### src/rtl/mycpu_if_pkg.sv
// mycpu_if_pkg: shared definitions for the instruction fetch stage.
//   if_state_e       - fetch FSM state encoding
//   RESET_PC_DEFAULT - default address of the first fetch after reset
//   NOP              - instruction word presented while nothing is valid
package mycpu_if_pkg;

    typedef enum logic [1:0] {
        StIdle = 2'd0,
        StReq  = 2'd1,
        StWait = 2'd2
    } if_state_e;

    localparam logic [31:0] RESET_PC_DEFAULT = 32'hBFC0_0000;
    localparam logic [31:0] NOP              = 32'h0000_0000;

endpackage

### src/rtl/mycpu_if_skid.sv
// mycpu_if_skid: one-entry skid buffer holding a fetched word and its pc.
//   clk, rst           - clock, asynchronous active-low reset
//   push, push_data,
//   push_pc            - load a new entry (wins over pop in the same cycle)
//   pop                - entry moved out this cycle
//   flush              - drop the entry (wins over everything)
//   valid, data, pc    - buffered entry
module mycpu_if_skid
    import mycpu_if_pkg::*;
(
    input  logic        clk,
    input  logic        rst,
    input  logic        push,
    input  logic [31:0] push_data,
    input  logic [31:0] push_pc,
    input  logic        pop,
    input  logic        flush,
    output logic        valid,
    output logic [31:0] data,
    output logic [31:0] pc
);

    always_ff @(posedge clk or negedge rst) begin
        if (!rst) begin
            valid <= 1'b0;
            data  <= NOP;
            pc    <= 32'h0;
        end else if (flush) begin
            valid <= 1'b0;
        end else if (push) begin
            valid <= 1'b1;
            data  <= push_data;
            pc    <= push_pc;
        end else if (pop) begin
            valid <= 1'b0;
        end
    end

endmodule

### src/rtl/mycpu_if.sv
// mycpu_if: instruction fetch stage with a single outstanding memory request.
//   clk, rst                 - clock, asynchronous active-low reset
//   inst_req, inst_addr      - fetch request / word-aligned address
//   inst_gnt                 - memory accepts the request this cycle
//   inst_rvalid, inst_rdata  - returned instruction
//   id_allowin               - decode consumes the presented instruction
//   if_valid, instruction,
//   if_pc                    - instruction presented to decode
//   br_taken, br_target      - single-cycle redirect from a later stage
module mycpu_if
    import mycpu_if_pkg::*;
#(
    parameter logic [31:0] RESET_PC = RESET_PC_DEFAULT
) (
    input  logic        clk,
    input  logic        rst,
    output logic        inst_req,
    output logic [31:0] inst_addr,
    input  logic        inst_gnt,
    input  logic        inst_rvalid,
    input  logic [31:0] inst_rdata,
    input  logic        id_allowin,
    output logic        if_valid,
    output logic [31:0] instruction,
    output logic [31:0] if_pc,
    input  logic        br_taken,
    input  logic [31:0] br_target
);

    if_state_e   state_q, state_d;
    logic [31:0] pc_q;
    logic [31:0] req_pc_q;
    logic        discard_q, discard_d;
    logic        out_valid_q;
    logic [31:0] out_data_q, out_pc_q;

    logic        skid_valid;
    logic [31:0] skid_data, skid_pc;
    logic        skid_push, skid_pop;

    logic grant, resp, accept, consume;

    // New requests are held off while the skid buffer is full, so a returning
    // word always has somewhere to land.
    always_comb begin
        state_d  = state_q;
        inst_req = 1'b0;
        case (state_q)
            StIdle: state_d = StReq;
            StReq: begin
                inst_req = !skid_valid;
                if (inst_req && inst_gnt) state_d = StWait;
            end
            StWait: if (inst_rvalid) state_d = StReq;
            default: state_d = StIdle;
        endcase
    end

    assign grant   = inst_req & inst_gnt;
    assign resp    = (state_q == StWait) & inst_rvalid;
    assign accept  = resp & ~discard_q & ~br_taken;
    assign consume = out_valid_q & id_allowin;

    // A redirect poisons whatever response is still in flight after this cycle.
    always_comb begin
        discard_d = discard_q;
        if (resp) discard_d = 1'b0;
        if (br_taken && (((state_q == StWait) && !inst_rvalid) || grant)) discard_d = 1'b1;
    end

    always_ff @(posedge clk or negedge rst) begin
        if (!rst) begin
            state_q   <= StIdle;
            pc_q      <= RESET_PC;
            req_pc_q  <= 32'h0;
            discard_q <= 1'b0;
        end else begin
            state_q   <= state_d;
            discard_q <= discard_d;
            if (br_taken) begin
                pc_q <= br_target & 32'hFFFF_FFFC;
            end else if (grant) begin
                pc_q <= pc_q + 32'd4;
            end
            if (grant) req_pc_q <= pc_q;
        end
    end

    // Output register: refilled from the skid buffer first so order is kept.
    always_ff @(posedge clk or negedge rst) begin
        if (!rst) begin
            out_valid_q <= 1'b0;
            out_data_q  <= NOP;
            out_pc_q    <= 32'h0;
        end else if (br_taken) begin
            out_valid_q <= 1'b0;
        end else if (consume) begin
            if (skid_valid) begin
                out_valid_q <= 1'b1;
                out_data_q  <= skid_data;
                out_pc_q    <= skid_pc;
            end else if (accept) begin
                out_valid_q <= 1'b1;
                out_data_q  <= inst_rdata;
                out_pc_q    <= req_pc_q;
            end else begin
                out_valid_q <= 1'b0;
            end
        end else if (!out_valid_q && accept) begin
            out_valid_q <= 1'b1;
            out_data_q  <= inst_rdata;
            out_pc_q    <= req_pc_q;
        end
    end

    assign skid_pop  = consume & skid_valid;
    assign skid_push = accept & out_valid_q & ~(consume & ~skid_valid);

    mycpu_if_skid u_skid (
        .clk       (clk),
        .rst       (rst),
        .push      (skid_push),
        .push_data (inst_rdata),
        .push_pc   (req_pc_q),
        .pop       (skid_pop),
        .flush     (br_taken),
        .valid     (skid_valid),
        .data      (skid_data),
        .pc        (skid_pc)
    );

    assign inst_addr   = pc_q;
    assign if_valid    = out_valid_q;
    assign instruction = out_data_q;
    assign if_pc       = out_pc_q;

endmodule

### config.mk
export PLATFORM = sky130hd
export DESIGN_NAME = mycpu_if
export DESIGN_NICKNAME = d
export VERILOG_FILES = /design/src/rtl/mycpu_if_pkg.sv /design/src/rtl/mycpu_if_skid.sv /design/src/rtl/mycpu_if.sv
export SDC_FILE = /design/constraint.sdc
export NUM_CORES = 1
export LEC_CHECK = 0
export CAP_MARGIN = 0
export CORE_MARGIN = 8
export CORE_UTILIZATION = 47
export DETAILED_ROUTE_END_ITERATION = 10
export GPL_ROUTABILITY_DRIVEN = 1
export GPL_TIMING_DRIVEN = 0
export PLACE_DENSITY_LB_ADDON = 0.12
export SLEW_MARGIN = 20
export SYNTH_ARGS = -nofsm -noshare
export SYNTH_HDL_FRONTEND = slang
export SYNTH_SLANG_ARGS = --single-unit
export TNS_END_PERCENT = 20
### constraint.sdc
create_clock -name clk -period 2 [get_ports clk]
set_input_delay 0.3 -clock clk [delete_from_list [all_inputs] [get_ports clk]]
set_output_delay 0.3 -clock clk [all_outputs]
set_load 0.03 [all_outputs]
==> flow_metrics.tcl, run 1 <==
set metrics [dict create \
    hold_depth 3 \
    clock_sinks 189 \
    global_route.usage.total_pct 18.5 \
    setup_viol 0 \
    synth_area_um2 8460 \
    clk_pin_slew_ns 0.07 \
    slew_headroom_pct 54.4 \
    yosys.area.top_type "sky130_fd_sc_hd__dfrtp_1" \
    largest_net_degree_at_the_start_of_global_routing 102 \
    floorplan_die_height_um 150 \
    detailed_place_hpwl_mm 14.8 \
    critPathMaxFanout 10 \
    clk_path_buf_depth 2 \
    grt_pass1_vias 6427 \
    portbufs 160 \
    synth_area_leaders "sky130_fd_sc_hd__dfrtp_1 (53%), sky130_fd_sc_hd__mux2_4 (11%), sky130_fd_sc_hd__mux2i_1 (7.5%), sky130_fd_sc_hd__nand2_1 (5.4%), sky130_fd_sc_hd__a21oi_1 (3.8%)" \
    power.static_leakage_nw 5.59 \
    route.detailed.drc 0 \
    total_area_of_multi_input_combinational_cells_um2 3500 \
    detailedRoute.firstIterationViolations 245 \
    fin_worst_hold_slack_ns 0.407 \
    routability_cong 0.871 \
    final.period_utilization_pct 99.9 \
    synth_ff_type "sky130_fd_sc_hd__dfrtp_1" \
    ys_types 37 \
    grt_antenna_before_repair 0 \
    worstSkewPairLatency_ns 0.42 \
    setup_total_negative_slack_ns 0 \
    yosysSeqAreaShare_pct 56.0 \
    final_hold_fails 0 \
    synthDominantCellAreaShare_pct 53.2 \
    dieArea_um2 22600 \
    num-nets-final 1005 \
    htreeDepth 4 \
    rows 49 \
    final.min_clock_period_ns 2.00 \
    number_of_synthesized_register_bits 189 \
    vias_per_cell 5.12 \
    min_path_type "in2reg" \
    fillCellCount 1422 \
    floorplan.initialDensity_pct 47.4 \
    post_synth_edffs 0 \
    tritoncts_buffer_count 17 \
    clock_tree.root_cell "sky130_fd_sc_hd__clkbuf_16" \
    design.portCount 168 \
    power_per_cell_area_nw_per_um2 1230 \
    detail_route.first_pass.iterations 5 \
    clock-skew-final_ns 0.00931 \
    cp_data_required_time_ns 2.30 \
    routed_vias 6013 \
    floorplan.core_area_um2 17800 \
    timing_worst_setup_path_type "reg2reg" \
    slew_of_the_pin_with_the_lowest_slew_margin_ns 0.684 \
    timing.critical_path.cells "nand3b_4 > or2_4 > or3_4 > buf_12 > buf_6 > mux2_4" \
    wl_per_cell_um 17.3 \
    reg2reg_depth 6 \
    endpoint_kind_of_the_worst_setup_timing_path "flip-flop" \
    regArea_um2 4740 \
    startpoint_type_of_the_worst_setup_path "flip-flop" \
    maxCapViolCount 0 \
    diodes 0 \
    yosysMostFrequentCell "sky130_fd_sc_hd__dfrtp_1" \
    async_reset_ff_share_pct 100 \
    synthesis.area_per_instance_um2 11.3 \
    grt_setup_unrepaired "true" \
    yosys_warnings 0 \
    synth.cells.most_frequent "sky130_fd_sc_hd__dfrtp_1 (180), sky130_fd_sc_hd__nand2_1 (121), sky130_fd_sc_hd__nor2_1 (65), sky130_fd_sc_hd__a21oi_1 (64), sky130_fd_sc_hd__mux2i_1 (63)" \
    cts_tree "yes" \
    worst_path_largest_cell_delay_ns 0.43 \
    layout-drive-gt1-share_pct 16.1 \
    grt_remaining_overflow 0 \
    crit_path_top_delay_cell "sky130_fd_sc_hd__dfrtp_1" \
    die_width_um 150 \
    detail_route.wirelength_mm 20.3 \
    cp_data_arrival_time_ns 2.30 \
    run_status "finished, final reports clean" \
    maxClockFrequency_mhz 501 \
    final_antenna_net_count 0 \
    synthesis.instances 747 \
    final_max_slew_viol_count 0 \
    layout-area-overhead-vs-synth_pct 31.4 \
    global_route_wire_length_before_repair_mm 33.3 \
    vdd.ir_drop.worst_mv 0.796 \
]
[stage by stage]
step	instance area, um^2	util [%]	setup WS [ns]	total power [mW]	cells
finish	11100	62.3	0.00280	13.7	1175
global route	11100	62.3	-0.0530	14.4	1175
CTS	11000	61.7	-0.0337	13.8	1174
detailed placement	10400	58.3	-0.728	10.5	1140
global placement	10400	58.1	-6.86	10.4	1139
floorplan	8470	-	0.137	8.23	750
[layout make-up]
| class | instances | share of cell area, % |
|---|---|---|
| sequential | 189 | 42.6 |
| clock buffer | 18 | 3.86 |
| clock inverter | 13 | 1.27 |
| buffer | 48 | 2.87 |
| multi-input combinational | 505 | 31.5 |
| inverter | 8 | 0.270 |
| timing repair buffer | 165 | 15.1 |
| tap | 229 | 2.58 |
[kinds of logic (layout without fill, tap and decap cells)]
| kind of cell | after synthesis | in the layout | share of synthesized area (%) |
|---|---|---|---|
| buffers and inverters | 56 | 252 | 3.40 |
| DFF | 189 | 189 | 56.0 |
| muxes | 126 | 126 | 18.5 |
| other | 1 | 4 | 0.0443 |
| adders and majority gates | 1 | 1 | 0.148 |
| and+or+nand+nor | 241 | 241 | 12.5 |
| xor gates and xnor gates | 29 | 29 | 3.00 |
| AOI/OAI and AO/OA | 104 | 104 | 6.39 |
[sequential cells by signal, summed over array words and instances (netlist names)]
name / count
instruction: 32
u_skid.data: 32
if_pc: 30
inst_addr: 30
req_pc_q: 30
u_skid.pc: 30
state_q: 2
discard_q: 1
if_valid: 1
u_skid.valid: 1
[critical path, delay by kind of cell (launching register included)]
kind | cells | cell delay [ns]
flip-flops | 1 | 0.43
buffers and inverters | 2 | 0.32
AND/OR/NAND/NOR | 3 | 0.82
multiplexers | 1 | 0.31
[placed cells by master (no fill, tap or decap), types with 4 or more instances in the layout]
| cell type | netlist | routed |
|---|---|---|
| sky130_fd_sc_hd__nand2_1 | 121 | 121 |
| sky130_fd_sc_hd__buf_4 | 6 | 9 |
| sky130_fd_sc_hd__buf_6 | 6 | 4 |
| sky130_fd_sc_hd__nand3_1 | 10 | 10 |
| sky130_fd_sc_hd__xor2_1 | 9 | 9 |
| sky130_fd_sc_hd__a21oi_1 | 64 | 64 |
| sky130_fd_sc_hd__clkdlybuf4s50_1 | 0 | 149 |
| sky130_fd_sc_hd__mux2_4 | 60 | 60 |
| sky130_fd_sc_hd__clkbuf_16 | 0 | 17 |
| sky130_fd_sc_hd__nor3_1 | 10 | 10 |
| sky130_fd_sc_hd__conb_1 | 1 | 4 |
| sky130_fd_sc_hd__dfrtp_1 | 180 | 180 |
| sky130_fd_sc_hd__dlymetal6s2s_1 | 0 | 5 |
| sky130_fd_sc_hd__and4_1 | 6 | 6 |
| sky130_fd_sc_hd__clkbuf_4 | 0 | 8 |
| sky130_fd_sc_hd__clkbuf_2 | 0 | 11 |
| sky130_fd_sc_hd__o21ai_0 | 35 | 35 |
| sky130_fd_sc_hd__and2_1 | 5 | 5 |
| sky130_fd_sc_hd__dlygate4sd2_1 | 0 | 4 |
| sky130_fd_sc_hd__nor2_1 | 65 | 65 |
| sky130_fd_sc_hd__xnor2_1 | 20 | 20 |
| sky130_fd_sc_hd__nand4_1 | 9 | 9 |
| sky130_fd_sc_hd__mux2i_1 | 63 | 63 |
| sky130_fd_sc_hd__dfstp_2 | 9 | 9 |
| sky130_fd_sc_hd__clkbuf_1 | 22 | 12 |
| sky130_fd_sc_hd__nor4_2 | 0 | 4 |
| sky130_fd_sc_hd__inv_1 | 8 | 8 |
[final timing paths]
path                               start         endpoint  slack (ns)
max                           state_q[0]    u_skid.pc[28]       0.003
min                        br_target[23]    inst_addr[23]        0.41
max reg2reg                   state_q[0]    u_skid.pc[28]       0.003
min reg2reg                u_skid.pc[26]    u_skid.pc[26]        0.50
max in group asynchronous            rst   instruction[9]        0.58
min in group asynchronous            rst  instruction[24]        0.48
[per-layer routing]
| layer | routed length [um] | track usage (%) |
|---|---|---|
| met5 | 0 | 0 |
| met4 | 171 | 5.20 |
| met3 | 1130 | 3.97 |
| met2 | 9550 | 29.7 |
| met1 | 9510 | 24.8 |
[repair_timing]
action,in CTS,in global routing
hold buffers,1,0
pin swaps,1,1
setup buffers,2,1
endpoints found under the hold margin,84,0
gates resized for setup,15,43
gates cloned,0,0
endpoints found under the setup margin,113,141
[report_power, final]
group / internal [mW] / total, mW / leakage, nW / switching, mW
sequential: 4.84 / 5.61 / 2.40 / 0.771
clock: 1.84 / 3.30 / 0.273 / 1.45
combinational: 2.00 / 4.77 / 2.91 / 2.77
Power figures use the tool's default switching activity.
==> inputs of run 2 (changes only) <==
--- a/config.mk
+++ b/config.mk
@@ -11,6 +11,7 @@
 export DETAILED_ROUTE_END_ITERATION = 10
 export GPL_ROUTABILITY_DRIVEN = 1
 export GPL_TIMING_DRIVEN = 0
+export HOLD_SLACK_MARGIN = 0.15
 export PLACE_DENSITY_LB_ADDON = 0.12
 export SLEW_MARGIN = 20
 export SYNTH_ARGS = -nofsm -noshare
==> results of run 2 <==
No change in the layout: final DEF, timing and power equal those of run 1.
